===== config.mk =====
export PLATFORM = sky130hd
export DESIGN_NAME = motor_pwm_multiphase
export DESIGN_NICKNAME = d
export VERILOG_FILES = /design/src/rtl/motor_pwm_multiphase.sv
export SDC_FILE = /design/constraint.sdc
export NUM_CORES = 1
export LEC_CHECK = 0
export CAP_MARGIN = 20
export CORE_MARGIN = 2
export CORE_UTILIZATION = 25
export CTS_BUF_LIST = sky130_fd_sc_hd__clkbuf_8
export CTS_CLUSTER_DIAMETER = 30
export CTS_CLUSTER_SIZE = 10
export DETAILED_ROUTE_END_ITERATION = 12
export SYNTH_ARGS = -nofsm -noshare
export SYNTH_HDL_FRONTEND = slang
export SYNTH_SLANG_ARGS = --single-unit

===== constraint.sdc =====
create_clock -name iCLK -period 11.45 [get_ports iCLK]
set_input_delay 2.29 -clock iCLK [delete_from_list [all_inputs] [get_ports iCLK]]
set_output_delay 2.29 -clock iCLK [all_outputs]
set_load 0.05 [all_outputs]

===== src/rtl/motor_pwm_multiphase.sv =====
// motor_pwm_multiphase: center-aligned multi-phase motor PWM with an internal
// period counter, complementary outputs with deadband, shadowed period/duty/
// deadband updates at period boundaries, and a fault input forcing the safe
// state (P low, N high).
// Optional build macro MOTOR_PWM_FAULT_LATCH_EN: fault is sticky until
// iFAULT_CLR is pulsed while iFAULT is low.
`timescale 1ns/1ps

module motor_pwm_multiphase #(
  parameter int unsigned SIZE   = 16,
  parameter int unsigned PHASES = 3
) (
  input  logic                     iCLK,
  input  logic                     iRESET,
  input  logic                     iENABLE,
  input  logic [SIZE-1:0]          iPERIOD,
  input  logic [PHASES*SIZE-1:0]   iDUTY,
  input  logic [SIZE-1:0]          iDEADBAND,
  input  logic                     iLOAD,
  input  logic                     iFAULT,
  input  logic                     iFAULT_CLR,
  output logic [PHASES-1:0]        oPAD_P,
  output logic [PHASES-1:0]        oPAD_N,
  output logic [SIZE-1:0]          oCOUNTER,
  output logic                     oSYNC,
  output logic                     oFAULT
);

  typedef enum logic [1:0] {
    IDLE  = 2'd0,
    RUN   = 2'd1,
    FAULT = 2'd2
  } state_t;

  localparam logic [SIZE-1:0] ONE = SIZE'(1);
  localparam logic [SIZE-1:0] TWO = SIZE'(2);

  state_t state;
  state_t nextState;

  logic [SIZE-1:0]        cnt;
  logic [SIZE-1:0]        activePeriod;
  logic [SIZE-1:0]        activeDeadband;
  logic [PHASES*SIZE-1:0] activeDuty;
  logic [SIZE-1:0]        shadowPeriod;
  logic [SIZE-1:0]        shadowDeadband;
  logic [PHASES*SIZE-1:0] shadowDuty;
  logic                   pending;

  logic periodOk;
  logic wrapEdge;
  logic runEntry;
  logic runStay;

  logic [SIZE:0] edgeA [PHASES];
  logic [SIZE:0] edgeB [PHASES];
  logic [SIZE:0] edgeC [PHASES];
  logic [SIZE:0] edgeD [PHASES];
  logic [SIZE:0] dutyC [PHASES];

  logic [PHASES-1:0] padPNext;
  logic [PHASES-1:0] padNNext;

`ifndef MOTOR_PWM_FAULT_LATCH_EN
  logic unusedFaultClr;
  assign unusedFaultClr = iFAULT_CLR;
`endif

  // Period qualification and boundary detection.
  // A stalled counter (period < 2) treats every cycle as a boundary so a
  // pending load can still bring the period back into range.
  always_comb begin
    periodOk = (activePeriod >= TWO);
    runEntry = (state != RUN) && (nextState == RUN);
    runStay  = (state == RUN) && (nextState == RUN);
    wrapEdge = 1'b0;
    if (state == RUN) begin
      wrapEdge = periodOk ? (cnt == (activePeriod - ONE)) : 1'b1;
    end
  end

  // State register.
  always_ff @(posedge iCLK) begin
    if (iRESET) begin
      state <= IDLE;
    end else begin
      state <= nextState;
    end
  end

  // Next-state logic; fault takes priority over the run request.
  always_comb begin
    nextState = state;
    unique case (state)
      IDLE: begin
        if (iFAULT) begin
          nextState = FAULT;
        end else if (iENABLE) begin
          nextState = RUN;
        end
      end
      RUN: begin
        if (iFAULT) begin
          nextState = FAULT;
        end else if (!iENABLE) begin
          nextState = IDLE;
        end
      end
      FAULT: begin
`ifdef MOTOR_PWM_FAULT_LATCH_EN
        if (iFAULT_CLR && !iFAULT) begin
          nextState = IDLE;
        end
`else
        if (!iFAULT) begin
          nextState = IDLE;
        end
`endif
      end
      default: nextState = IDLE;
    endcase
  end

  // Status outputs decoded from state and counter.
  always_comb begin
    oFAULT   = (state == FAULT);
    oSYNC    = (state == RUN) && periodOk && (cnt == '0);
    oCOUNTER = cnt;
  end

  // Shadow capture, boundary transfer, direct load on RUN entry, and counter.
  // A load on the wrap edge is ordered after the transfer so the older shadow
  // moves to the active set while the new capture stays pending.
  always_ff @(posedge iCLK) begin
    if (iRESET) begin
      cnt            <= '0;
      activePeriod   <= '0;
      activeDeadband <= '0;
      activeDuty     <= '0;
      shadowPeriod   <= '0;
      shadowDeadband <= '0;
      shadowDuty     <= '0;
      pending        <= 1'b0;
    end else begin
      if (wrapEdge && pending) begin
        activePeriod   <= shadowPeriod;
        activeDeadband <= shadowDeadband;
        activeDuty     <= shadowDuty;
        pending        <= 1'b0;
      end
      if (iLOAD) begin
        shadowPeriod   <= iPERIOD;
        shadowDeadband <= iDEADBAND;
        shadowDuty     <= iDUTY;
        pending        <= 1'b1;
      end
      if (runEntry) begin
        activePeriod   <= iPERIOD;
        activeDeadband <= iDEADBAND;
        activeDuty     <= iDUTY;
      end

      if (!runStay || !periodOk || wrapEdge) begin
        cnt <= '0;
      end else begin
        cnt <= cnt + ONE;
      end
    end
  end

  // Per-phase switching edges in SIZE+1 bits so the sums never wrap.
  always_comb begin
    edgeA    = '{default: '0};
    edgeB    = '{default: '0};
    edgeC    = '{default: '0};
    edgeD    = '{default: '0};
    dutyC    = '{default: '0};
    padPNext = '0;
    padNNext = '1;
    for (int unsigned k = 0; k < PHASES; k++) begin
      if ({1'b0, activeDuty[k*SIZE +: SIZE]} > {1'b0, activePeriod}) begin
        dutyC[k] = {1'b0, activePeriod};
      end else begin
        dutyC[k] = {1'b0, activeDuty[k*SIZE +: SIZE]};
      end
      edgeA[k] = ({1'b0, activePeriod} - dutyC[k]) >> 1;
      edgeB[k] = edgeA[k] + {1'b0, activeDeadband};
      edgeC[k] = edgeA[k] + dutyC[k];
      edgeD[k] = edgeC[k] + {1'b0, activeDeadband};
      padNNext[k] = ({1'b0, cnt} < edgeA[k]) || ({1'b0, cnt} > edgeD[k]);
      padPNext[k] = ({1'b0, cnt} >= edgeB[k]) && ({1'b0, cnt} <= edgeC[k]);
    end
  end

  // Pad register; safe state whenever the coming cycle is not a valid RUN cycle.
  always_ff @(posedge iCLK) begin
    if (iRESET) begin
      oPAD_P <= '0;
      oPAD_N <= '1;
    end else if (runStay && periodOk) begin
      oPAD_P <= padPNext;
      oPAD_N <= padNNext;
    end else begin
      oPAD_P <= '0;
      oPAD_N <= '1;
    end
  end

endmodule


== Yosys cells after proc, flatten, opt, wreduce, memory -nomap -nowiden ==
Cells that the tools add are included.

* Mux-type cells: 19
* Reductions and logical operators: 22
* Equality and inequality tests: 5
* Order comparisons: 16
* Add/sub/neg operators: 14
* Bitwise gates (word level): 1

{| class="wikitable"
|+ Operator list
! operator !! count
|-
| $mux W16 || 7
|-
| $mux W48 || 2
|-
| $add A16 B16 Y17 || 3
|-
| $add A16 B17 Y17 || 3
|-
| $add A17 B16 Y17 || 3
|-
| $ge A16 B17 Y1 || 3
|-
| $gt A16 B17 Y1 || 3
|-
| $le A16 B17 Y1 || 3
|-
| $sub A16 B17 Y17 || 3
|-
| $gt A16 B16 Y1 || 3
|-
| $lt A16 B16 Y1 || 3
|-
| $add A16 B1 Y16 const B || 1
|-
| $eq A16 B16 Y1 || 1
|-
| $ge A16 B2 Y1 const B || 1
|-
| $logic_not A16 Y1 || 1
|-
| $sub A16 B1 Y16 const B || 1
|-
| $mux W2 || 5
|-
| $logic_and A1 B1 Y1 || 9
|-
| $pmux W2 S3 || 1
|-
| $logic_or A1 B1 Y1 || 5
|-
| $eq A2 B1 Y1 const B || 2
|-
| $mux W1 || 4
|-
| $reduce_bool A2 Y1 || 2
|-
| $reduce_or A2 Y1 || 2
|-
| other kinds (5) || 6
|}

* Bits in registers: 185
* Output and inout port bits: 24

== Depth between registers and ports, before layout ==
* Word-level depth: 9
* Gate-level depth with buffers: 44
* Mapped depth without buffers: 40

== Worst setup path before layout ==
OpenSTA, ideal clock, no wires.

* Kind: register to register
* From: register activePeriod[12]
* To: register oPAD_N[1]
* Setup time: 0.128 ns
* Data required time: 11.322 ns
* Stages on the path, launching flop included: 42
* Slack: 3.517 ns
* Period minus slack after synthesis: 7.933 ns
* Arrival time: 7.805 ns
* Buffers on the path: 4
* Cells stage by stage: dfxtp_1 -> clkbuf_1 -> inv_1 -> ha_1 -> nand4_1 -> nor3_1 -> and4_1 -> o21a_1 -> o21ai_2 -> clkbuf_1 -> clkbuf_1 -> nand2_1 -> ha_1 -> buf_2 -> inv_1 -> o21a_1 -> maj3_1 -> o21ai_0 -> (+6 left out) -> nor2_1 -> xnor2_1 -> ha_1 -> o21a_1 -> o21ai_0 -> o31a_1 -> o311ai_2 -> a21oi_1 -> xnor2_1 -> ha_1 -> and4_1 -> a211oi_1 -> or3_1 -> xor2_1 -> ha_1 -> nand4_1 -> o41ai_1 -> o21ai_0

* Longest elaborated chain between the ends: 7

{| class="wikitable"
|+ RTL lines
! what !! line !! text
|-
| start, declared || 42 || <nowiki>logic [SIZE-1:0] activePeriod;</nowiki>
|-
| start signal, assigned || 146 || <nowiki>activePeriod <= shadowPeriod;</nowiki>
|-
| start signal, assigned || 158 || <nowiki>activePeriod <= iPERIOD;</nowiki>
|-
| $gt A16 B16 Y1 || 181 || <nowiki>if ({1'b0, activeDuty[k*SIZE +: SIZE]} > {1'b0, activePeriod}) begin</nowiki>
|-
| $mux W16 || 181 ||
|-
| $sub A16 B17 Y17 || 186 || <nowiki>edgeA[k] = ({1'b0, activePeriod} - dutyC[k]) >> 1;</nowiki>
|-
| $add A16 B17 Y17 || 188 || <nowiki>edgeC[k] = edgeA[k] + dutyC[k];</nowiki>
|-
| $add A17 B16 Y17 || 189 || <nowiki>edgeD[k] = edgeC[k] + {1'b0, activeDeadband};</nowiki>
|-
| $gt A16 B17 Y1 || 190 || <nowiki>padNNext[k] = ({1'b0, cnt} < edgeA[k]) || ({1'b0, cnt} > edgeD[k]);</nowiki>
|-
| $logic_or A1 B1 Y1 || 190 ||
|-
| end signal, assigned || 202 || <nowiki>oPAD_N <= padNNext;</nowiki>
|-
| end, declared || 23 || <nowiki>output logic [PHASES-1:0] oPAD_N,</nowiki>
|}

Parallel ways exist; a longest one is shown, timed or not.
A chain may end at the register's enable or synchronous reset.

== Worst setup path in the final report ==
* From: register activePeriod[11]
* To: register oPAD_N[1]

The elaborated chain is that of the path after synthesis.

==> results_dict.tcl <==
set metrics [dict create \
    drc 0 \
    die_h_um 306 \
    h-tree-depth 4 \
    skew_ps 34.7 \
    p_total_mw 5.09 \
    wl_per_cell_um 17.7 \
    dr.pass1.iters 5 \
    seq_area_um2 3700 \
    synth_edf_count 0 \
    hold_path.startpoint "shadowDuty[20]$_SDFFE_PP0P_" \
    clkLatencyLatePin_ps 590 \
    gp_congestion 0.925 \
    grt_pass1_wl_mm 111 \
    synth_cell_types 87 \
    crit_type "reg2reg" \
    cp_top_family "compound AO/OA/AOI/OAI gates" \
    via_count 20500 \
    grt_use_total_pct 15.3 \
    synth_top_area_share_pct 23.2 \
    fin_cells 4082 \
    max_freq_ghz 0.108 \
    grt_max_degree 101 \
    r2r-start "activePeriod[11]$_SDFFE_PP0P_" \
    arrival_ps 9700 \
    synth_area_um2 22800 \
    reg2reg_depth 39 \
    io_buffers 108 \
    post_cts_resized 0 \
    cts-hold-fix-buffers 0 \
    drv_cap 0 \
    path_buf_inv 3 \
    mostFrequentLayoutCells "ha_1 (422), nor2_1 (301), inv_1 (208), dfxtp_1 (185), mux2i_1 (171)" \
    grt_pass1_vias 19100 \
    setup_viol 0 \
    ys.flop_type "dfxtp_1" \
    drv_slew 0 \
    cp-start-kind "flop" \
    start_util_pct 25.3 \
    rrSetupSlack_ps 2180 \
    synth_nets 3342 \
    cpMostUsedCell "ha_1" \
    rsz0062_at_grt "false" \
    outcome "complete, no violations" \
    clk_path_buf_depth 2 \
    num-fill-cells 9709 \
    hp-class "reg2reg" \
    post-route-min-period_ps 9270 \
    crit_path_end_kind "flop" \
    hold_viol_final 0 \
    routed_wirelength_mm 72.1 \
    fin_nets 3406 \
    synth.largest_area_cell "ha_1" \
    cts_tree "built" \
    hpwl_mm 55.6 \
    numPlacedInstances 4049 \
    max_slew.worst_pin.slew_ps 1080 \
    antenna_found_initial 1 \
    slew_headroom_pct 28.0 \
    syn_inst 2828 \
    area_growth_pct 12.6 \
    design.core.area_um2 90100 \
    cp_max_fo 36 \
    cts_root_buf "clkbuf_8" \
    worstPathRequired_ps 11870 \
    fin_setup_tns_ps 0 \
    synth_seq_cells 185 \
    p_leak_nw 11.6 \
    finalCritPeriodShare_pct 81.0 \
    critical-path-max-stage-delay_ps 700 \
    final_common_cell "ha_1" \
    final_area_um2 25600 \
    hold-path-endpoint "shadowDuty[20]$_SDFFE_PP0P_" \
    placed_area_um2 25200 \
    fp.dieArea_um2 93500 \
    cts_setup_buffers 0 \
    numCtsBuffers 17 \
    gr-total-overflow 0 \
    die_w_um 306 \
    ant_nets 0 \
    pin_count 110 \
    cts_sinks 185 \
    cpMaxStageDelayCell "dfxtp_1" \
    async_flop_share_pct 0 \
    vias_per_cell 5.03 \
    r2r-end "oPAD_N[1]$_SDFF_PP1_" \
    ys_seq_area_share_pct 16.3 \
    drive_above_1_share_pct 4.30 \
    peakVddDrop_uv 97.3 \
    syn_avg_cell_area_um2 8.05 \
    drt_iter0_drc 1361 \
    yosysWarnings 0 \
    path_clk_slew_ps 110 \
    whs_path_depth 2 \
    rows 110 \
    multi_input_area_um2 17900 \
    synth_area_leaders "ha_1 (23%), dfxtp_1 (16%), mux2i_1 (7.5%)" \
    powerDensity_nw_per_um2 198 \
]
-- metal layers --
metal	track usage, %	share of wire [%]
met1	21.5	49
met2	24.3	44
met3	1.80	4.2
met4	5.08	2.9
met5	0	0
-- worst min-delay path: cells and delay by family (launching register included) --
kind          cells  cell delay (ps)
mux               1               60
simple gates      1               70
flops             1              340
-- cells by family after synthesis --
| kind of cell | count (synthesis) | synth area share, % |
|---|---|---|
| AO/OA/AOI/OAI | 730 | 21.6 |
| buffers and inverters | 316 | 5.37 |
| XOR/XNOR | 221 | 8.50 |
| multiplexers | 186 | 8.26 |
| AND/OR/NAND/NOR | 753 | 15.9 |
| flip-flops | 185 | 16.3 |
| adder cells (fa/ha/maj) | 437 | 24.1 |
-- stage by stage --
step                utilization, %  hold slack, ps  setup slack (ps)
detailed placement            28.0             478              2250
global route                  28.4             524              1380
CTS                           28.4             506              2160
floorplan                        -             450              3520
finish                        28.4             499              2180
global placement              28.0             472              2390
-- Yosys cell counts (all sizes together), types with 21 or more instances --
library cell	count
ha	422
nor2	302
inv	208
dfxtp	185
mux2i	171
a21oi	164
o21ai	142
nand2	125
xnor2	120
xor2	101
a211oi	97
a21o	88
clkbuf	70
o21a	60
nand4	56
nor2b	50
nand3	46
nor3	42
buf	36
nand2b	33
a31oi	21
-- registers in the layout, indices dropped and copies added, names as in the netlist --
| register | cells |
|---|---|
| pending | 1 |
| state | 2 |
| oCOUNTER | 16 |
| activePeriod | 16 |
| shadowPeriod | 16 |
| shadowDeadband | 16 |
| activeDeadband | 16 |
| shadowDuty | 48 |
| oPAD_N | 3 |
| oPAD_P | 3 |
| activeDuty | 48 |
-- worst max path at each step --
stage	start	cells after the start	slack, ps	to
5_1_grt	activePeriod[11]$_SDFFE_PP0P_	39	1380	oPAD_N[1]$_SDFF_PP1_
6_report	activePeriod[11]$_SDFFE_PP0P_	39	2180	oPAD_N[1]$_SDFF_PP1_
4_1_cts	activePeriod[11]$_SDFFE_PP0P_	38	2160	oPAD_N[1]$_SDFF_PP1_
3_3_place_gp	activePeriod[11]$_SDFFE_PP0P_	39	2390	oPAD_N[1]$_SDFF_PP1_
2_1_floorplan	activePeriod[12]$_SDFFE_PP0P_	41	3520	oPAD_N[1]$_SDFF_PP1_
3_5_place_dp	activePeriod[11]$_SDFFE_PP0P_	38	2250	oPAD_N[1]$_SDFF_PP1_
-- area by class of cell --
cell class,instances,area share [%]
clock buffer,18,0.967
antenna,1,0.00976
timing repair buffer,151,5.46
multi-input combinational,2327,69.7
inverter,210,3.08
tap,1176,5.74
sequential,185,14.4
clock inverter,14,0.620
-- power by group --
| group | leakage [nW] | switching, mW | internal [mW] | total (mW) |
|---|---|---|---|---|
| clock | 0.202 | 0.285 | 0.187 | 0.471 |
| sequential | 1.52 | 0.0457 | 0.680 | 0.726 |
| combinational | 9.92 | 2.25 | 1.64 | 3.89 |
(Power assumes the default switching activity.)
==> variant 1 (same settings) <==
Register the output `oSYNC`, cleared by the reset; this adds one clock of latency there. The other outputs are not delayed to match.
--- a/src/rtl/motor_pwm_multiphase.sv
+++ b/src/rtl/motor_pwm_multiphase.sv
@@ -36,4 +36,6 @@
   localparam logic [SIZE-1:0] TWO = SIZE'(2);
 
+  logic oSYNC_d;
+
   state_t state;
   state_t nextState;
@@ -125,5 +127,5 @@
   always_comb begin
     oFAULT   = (state == FAULT);
-    oSYNC    = (state == RUN) && periodOk && (cnt == '0);
+    oSYNC_d  = (state == RUN) && periodOk && (cnt == '0);
     oCOUNTER = cnt;
   end
@@ -207,4 +209,12 @@
   end
 
+  always_ff @(posedge iCLK) begin
+    if (iRESET) begin
+      oSYNC <= '0;
+    end else begin
+      oSYNC <= oSYNC_d;
+    end
+  end
+
 endmodule
 
Function: changed (a bounded check fails within 4 cycles, from zero or initial values and one cycle with iRESET high).
==> variant 1 against the unedited design <==
Setup slack gained 0.86 ns. Cell area shrank 2.1%. Area after synthesis shrank 2.6%. Largest power group unchanged. Wire length shrank 3.3%. Clock skew grew 0.018 ns. Die area shrank 2.5%. Power shrank 4.2%. Sequential cell count grew 1.
==> variant 1: results (changes against the unedited design) <==
outcome finished clean; DR vias 19500 (-4.9%); nets@finish 3308 (-2.9%); total inserted antenna cells 2 (+1); Clock power frac 9.7% (+0.4 points); count of placed standard cells in the final layout, fillers left out 3973 (-2.7%); Synthesis Warnings 0 (unchanged); detailed router's first-iteration violation count 1331 (-2.2%); worst setup slack after placement 3.09 ns (+0.836 ns); transition time at the pin with the least slew margin 0.965 ns (-0.113 ns); maximum clock skew at final layout 0.0526 ns (+0.0179 ns); Inst Count DP 3940 (-2.7%); power consumed by combinational cells 3660 uW (-5.9%); sequential share of cell area 14.8% (+0.39 points); sum of net half-perimeters after detailed placement 54.1 mm (-2.6%); share of layout cells above drive strength 1 4.78% (+0.47 points); arrival time reported for the critical path endpoint 8.86 ns (-0.84 ns); number of non-clock buffers in the layout 150 (-0.66%); fraction of area in multi-input gates 69.1% (-0.57 points); count of clock-net buffers in the final layout 19 (+1); number of distinct library cell variants in the gate-level netlist after synthesis 89 (+2.3%); instance count of the mapped netlist 2708 (-4.2%); routed length on met1 34.2 mm (-3.8%); Area after DPL 24700 sq um (-2.1%); switching fraction of total power 49.5% (-1.2 points); global router's overall resource usage 15.3% (-0.056 points); met1 track demand over resource 21.4% (-0.080 points); total standard cell area after synthesis 22200 sq um (-2.6%); proportion of final cell area spent on non-clock buffers 5.54% (+0.087 points); wire length of the first global-routing pass 106 mm (-4.8%); met3 WL 3.98 mm (+31%); post-synth net total 3222 (-3.6%); Critical Path Fanout Max 11 (-69%); total met2 wirelength after detailed routing 29.6 mm (-6.0%); most used standard cells in the synthesized netlist sky130_fd_sc_hd__ha_1, sky130_fd_sc_hd__nor2_1, sky130_fd_sc_hd__inv_1, sky130_fd_sc_hd__dfxtp_1, sky130_fd_sc_hd__mux2i_1; area taken by multi-input logic gates 17300 sq um (-2.9%); highest signal layer in the routed design met4; filler cell count in the final layout 9575 (-1.4%); fraction of the yosys area taken by sequential cells 16.8% (+0.52 points); met3 GRT Util 2.76% (+0.96 points); switching power 2410 uW (-6.5%); met2 demand-to-capacity share in global routing 23.7% (-0.56 points); top cells by area in the synthesized netlist sky130_fd_sc_hd__ha_1, sky130_fd_sc_hd__dfxtp_1, sky130_fd_sc_hd__mux2i_1; slowest cell delay on critical path 0.52 ns (-0.18 ns); clock network latency to the later pin of the worst-skew pair 0.61 ns (+0.02 ns); clk cell area share 1.58% (-0.011 points); vias in the first global route 18300 (-4.1%); multi-input logic cell count 2232 (-4.1%); seq_cells 186 (+0.54%); maximum vdd drop 0.124 mV (+27%); Leakage Power 0.0116 uW (about the same); inverter count of the layout excluding clock inverters 207 (-1.4%); dominant delay contributor by cell family on the critical path compound AO/OA/AOI/OAI gates; worst-path cell with the longest stage delay sky130_fd_sc_hd__or4_1
[variant 1: worst paths after layout]
check | slack, ns | cells after the start | startpoint | endpoint
max | 3.04 | 35 | activePeriod[10] | oPAD_N[1]
min | 0.50 | 2 | shadowPeriod[7] | shadowPeriod[7]
max reg2reg | 3.04 | 35 | activePeriod[10] | oPAD_N[1]
min reg2reg | 0.50 | 2 | shadowPeriod[7] | shadowPeriod[7]
[variant 1: tightest hold or removal path, delay by kind of cell, from the launching register on]
kind             cells  cell delay, ns
muxes                1            0.06
and+or+nand+nor      1            0.07
DFF                  1            0.34
[variant 1: cell families (layout without fill, tap and decap cells)]
kind of cell	Yosys count	in the layout	share of synthesized area (%)
AO/OA/AOI/OAI	692	692	20.7
other	0	2	0
flip-flops	186	186	16.8
buffers and inverters	290	388	5.12
AND/OR/NAND/NOR	684	684	14.7
adder cells (fa/ha/maj)	439	439	24.9
XOR/XNOR	222	222	8.90
multiplexers	195	195	8.88
==> variant 2 (same settings) <==
Made on the original files. Build with the macro `MOTOR_PWM_FAULT_LATCH_EN` defined.
--- a/src/rtl/motor_pwm_multiphase.sv
+++ b/src/rtl/motor_pwm_multiphase.sv
@@ -6,4 +6,6 @@
 // iFAULT_CLR is pulsed while iFAULT is low.
 `timescale 1ns/1ps
+
+`define MOTOR_PWM_FAULT_LATCH_EN
 
 module motor_pwm_multiphase #(
Function: changed (Yosys sat finds a counterexample within 4 cycles, from zero or initial values and one cycle with iRESET high).
==> variant 2 against the unedited design <==
Sequential cell count stayed put. Sequential share of layout area hardly changed. Synthesized cell count rose by 0.25%. Non-clock buffer count down 5. Wire length up 6.2%. Setup slack got worse by 0.48 ns. Area after synthesis barely moved. Cell count increased by 0.24%. Maximum frequency shrank 5.0%. Power is 2.0% higher. Sequential power is 1% higher. Cell area decreased by 0.29%. Critical path type unchanged. Largest cell class unchanged. Largest power group unchanged.
==> variant 2: results (changes against the unedited design) <==
maximum clock skew at final layout 0.0488 ns (+0.0140 ns); routed length on met1 36.5 mm (+2.6%); sum of net half-perimeters after detailed placement 59.9 mm (+7.7%); clock-pin slew reported for the worst setup and hold paths after clock tree synthesis 0.14 ns (+0.03 ns); nets@finish 3416 (+0.29%); dominant delay contributor by cell family on the critical path compound AO/OA/AOI/OAI gates; startpoint class of the critical path register; number of distinct library cell variants in the gate-level netlist after synthesis 101 (+16%); outcome finished clean; worst-path cell with the longest stage delay sky130_fd_sc_hd__dfxtp_1; largest net degree at the start of global routing 93 (-7.9%); final WL 76.6 mm (+6.2%); wire length of the first global-routing pass 115 mm (+3.5%); Yosys top cell area share 23.2% (about the same); H-Tree Depth 4 (unchanged); Setup Fix Bufs, Post-CTS 0 (unchanged); ys flop type sky130_fd_sc_hd__dfxtp_1; per-cell via count in the routed design 5.07 (+0.81%); Synth Area in Compound Gates 22.1% (+0.53 points); placer congestion estimate 0.930 (+0.51%); top cells by area in the synthesized netlist sky130_fd_sc_hd__ha_1, sky130_fd_sc_hd__dfxtp_1, sky130_fd_sc_hd__mux2i_1; logic depth of the worst register-to-register path 40 (+2.6%); terminus of the critical flop-to-flop path oPAD_N[2]; adder and majority cell fraction of the synthesized area 24.1% (+0.027 points); Power Internal 2500 uW (-0.51%); total clock buffers created by CTS 17 (unchanged); max-slew headroom at the worst pin 30.8% (+2.9 points); arrival time reported for the critical path endpoint 10.24 ns (+0.54 ns); maximum vdd drop 0.149 mV (+53%); initial antenna violation count 2 (+1); achievable clock frequency 102 MHz (-5.0%); detailed router's first-iteration violation count 1501 (+10%); R2R Setup Slk 1.69 ns (-0.48 ns); async set-reset flop share out of synthesis 0% (unchanged); largest registers in the final layout activeDuty x48, shadowDuty x48; highest signal layer in the routed design met4; share of synthesized area spent on multiplexers 7.73% (-0.53 points); root buffer cell sky130_fd_sc_hd__clkbuf_8; Crit Path Class reg2reg; clock network latency to the later pin of the worst-skew pair 0.61 ns (+0.02 ns); Synth Area in XOR/XNOR 8.62% (+0.12 points); vias in the first global route 19200 (+0.27%); worst setup slack after placement 1.76 ns (-0.490 ns); number of iterations in the first detailed-routing pass 6 (+1); slowest cell delay on critical path 0.84 ns (+0.14 ns); post-synth net total 3349 (+0.21%); total met2 wirelength after detailed routing 32.9 mm (+4.5%); Leakage Power 0.0117 uW (+0.93%); Max Root-Sink Buffers 2 (unchanged); share of layout cells above drive strength 1 4.25% (-0.049 points); Critical Path Fanout Max 36 (unchanged); fraction of the yosys area taken by sequential cells 16.3% (about the same); global router's overall resource usage 16.2% (+0.82 points); met3 WL 4.94 mm (+63%); most used standard cells in the synthesized netlist sky130_fd_sc_hd__ha_1, sky130_fd_sc_hd__nor2_1, sky130_fd_sc_hd__inv_1, sky130_fd_sc_hd__dfxtp_1, sky130_fd_sc_hd__a21oi_1; Port Buffer Count 109 (+0.93%); reg-to-reg critical path startpoint activePeriod[1]; Synthesis Warnings 0 (unchanged)
[variant 2: cell types whose count changed after synthesis, moves of 8 or more]
cell / delta
sky130_fd_sc_hd__a21o_1: +14
sky130_fd_sc_hd__o21a_1: -12
sky130_fd_sc_hd__xor2_1: -8
sky130_fd_sc_hd__a21oi_1: +15
sky130_fd_sc_hd__and4_1: -9
sky130_fd_sc_hd__mux2_2: -14
sky130_fd_sc_hd__nand2b_1: +12
sky130_fd_sc_hd__o21ai_0: +19
sky130_fd_sc_hd__clkbuf_1: -14
[variant 2: kinds of logic (layout without fill, tap and decap cells)]
family                     count (synthesis)  after routing
AOI/OAI and AO/OA                        761            761
and+or+nand+nor                          746            746
other                                      0              1
adders and majority gates                437            437
DFF                                      185            185
muxes                                    175            175
xor gates and xnor gates                 220            220
buffers and inverters                    311            391
[variant 2: per-stage QoR]
step	total power (uW)	instances	instance area, sq um
floorplan	3730	2835	22700
global placement	4600	4059	25200
detailed placement	4650	4059	25200
CTS	5160	4091	25600
global route	5700	4092	25600
finish	5190	4092	25600
[variant 2: how the worst min path moves through the flow]
stage / start / end / slack [ns] / cells past startpoint
after floorplan: pending / pending / 0.46 / 2
after global placement: shadowDuty[13] / shadowDuty[13] / 0.47 / 2
after detailed placement: shadowDuty[43] / shadowDuty[43] / 0.48 / 2
after CTS: shadowDuty[0] / shadowDuty[0] / 0.51 / 2
after global routing: shadowPeriod[2] / shadowPeriod[2] / 0.52 / 2
final: shadowDuty[0] / shadowDuty[0] / 0.50 / 2
[variant 2: power by group through the flow]
stage	logic [uW]	clock network, uW	registers [uW]
after CTS	3930	501	732
after detailed placement	3900	0	747
final	3980	478	733
after floorplan	3010	0	720
after global placement	3850	0	746
after global routing	4440	519	738
[variant 2: tightest hold or removal path, cell delays in order, from the launching register on]
cell and delay (ns):
sky130_fd_sc_hd__dfxtp_1 0.34, sky130_fd_sc_hd__mux2i_1 0.06, sky130_fd_sc_hd__nor2_1 0.07
[variant 2: routing by layer]
metal  vias up  GRT usage [%]
met4         0           5.48
met3       113           3.09
met2       601           24.9
met5         -              0
met1      9625           22.4
li1      10400              -
[variant 2: area by class of cell]
type	count	area, sq um
diodes	1	2.50
clock buffers	17	234
clock inverters	15	168
fillers	9658	64600
inverters	213	800
multi-input cells	2339	17800
flip-flops and latches	185	3700
well taps	1176	1470
repair buffers	146	1360
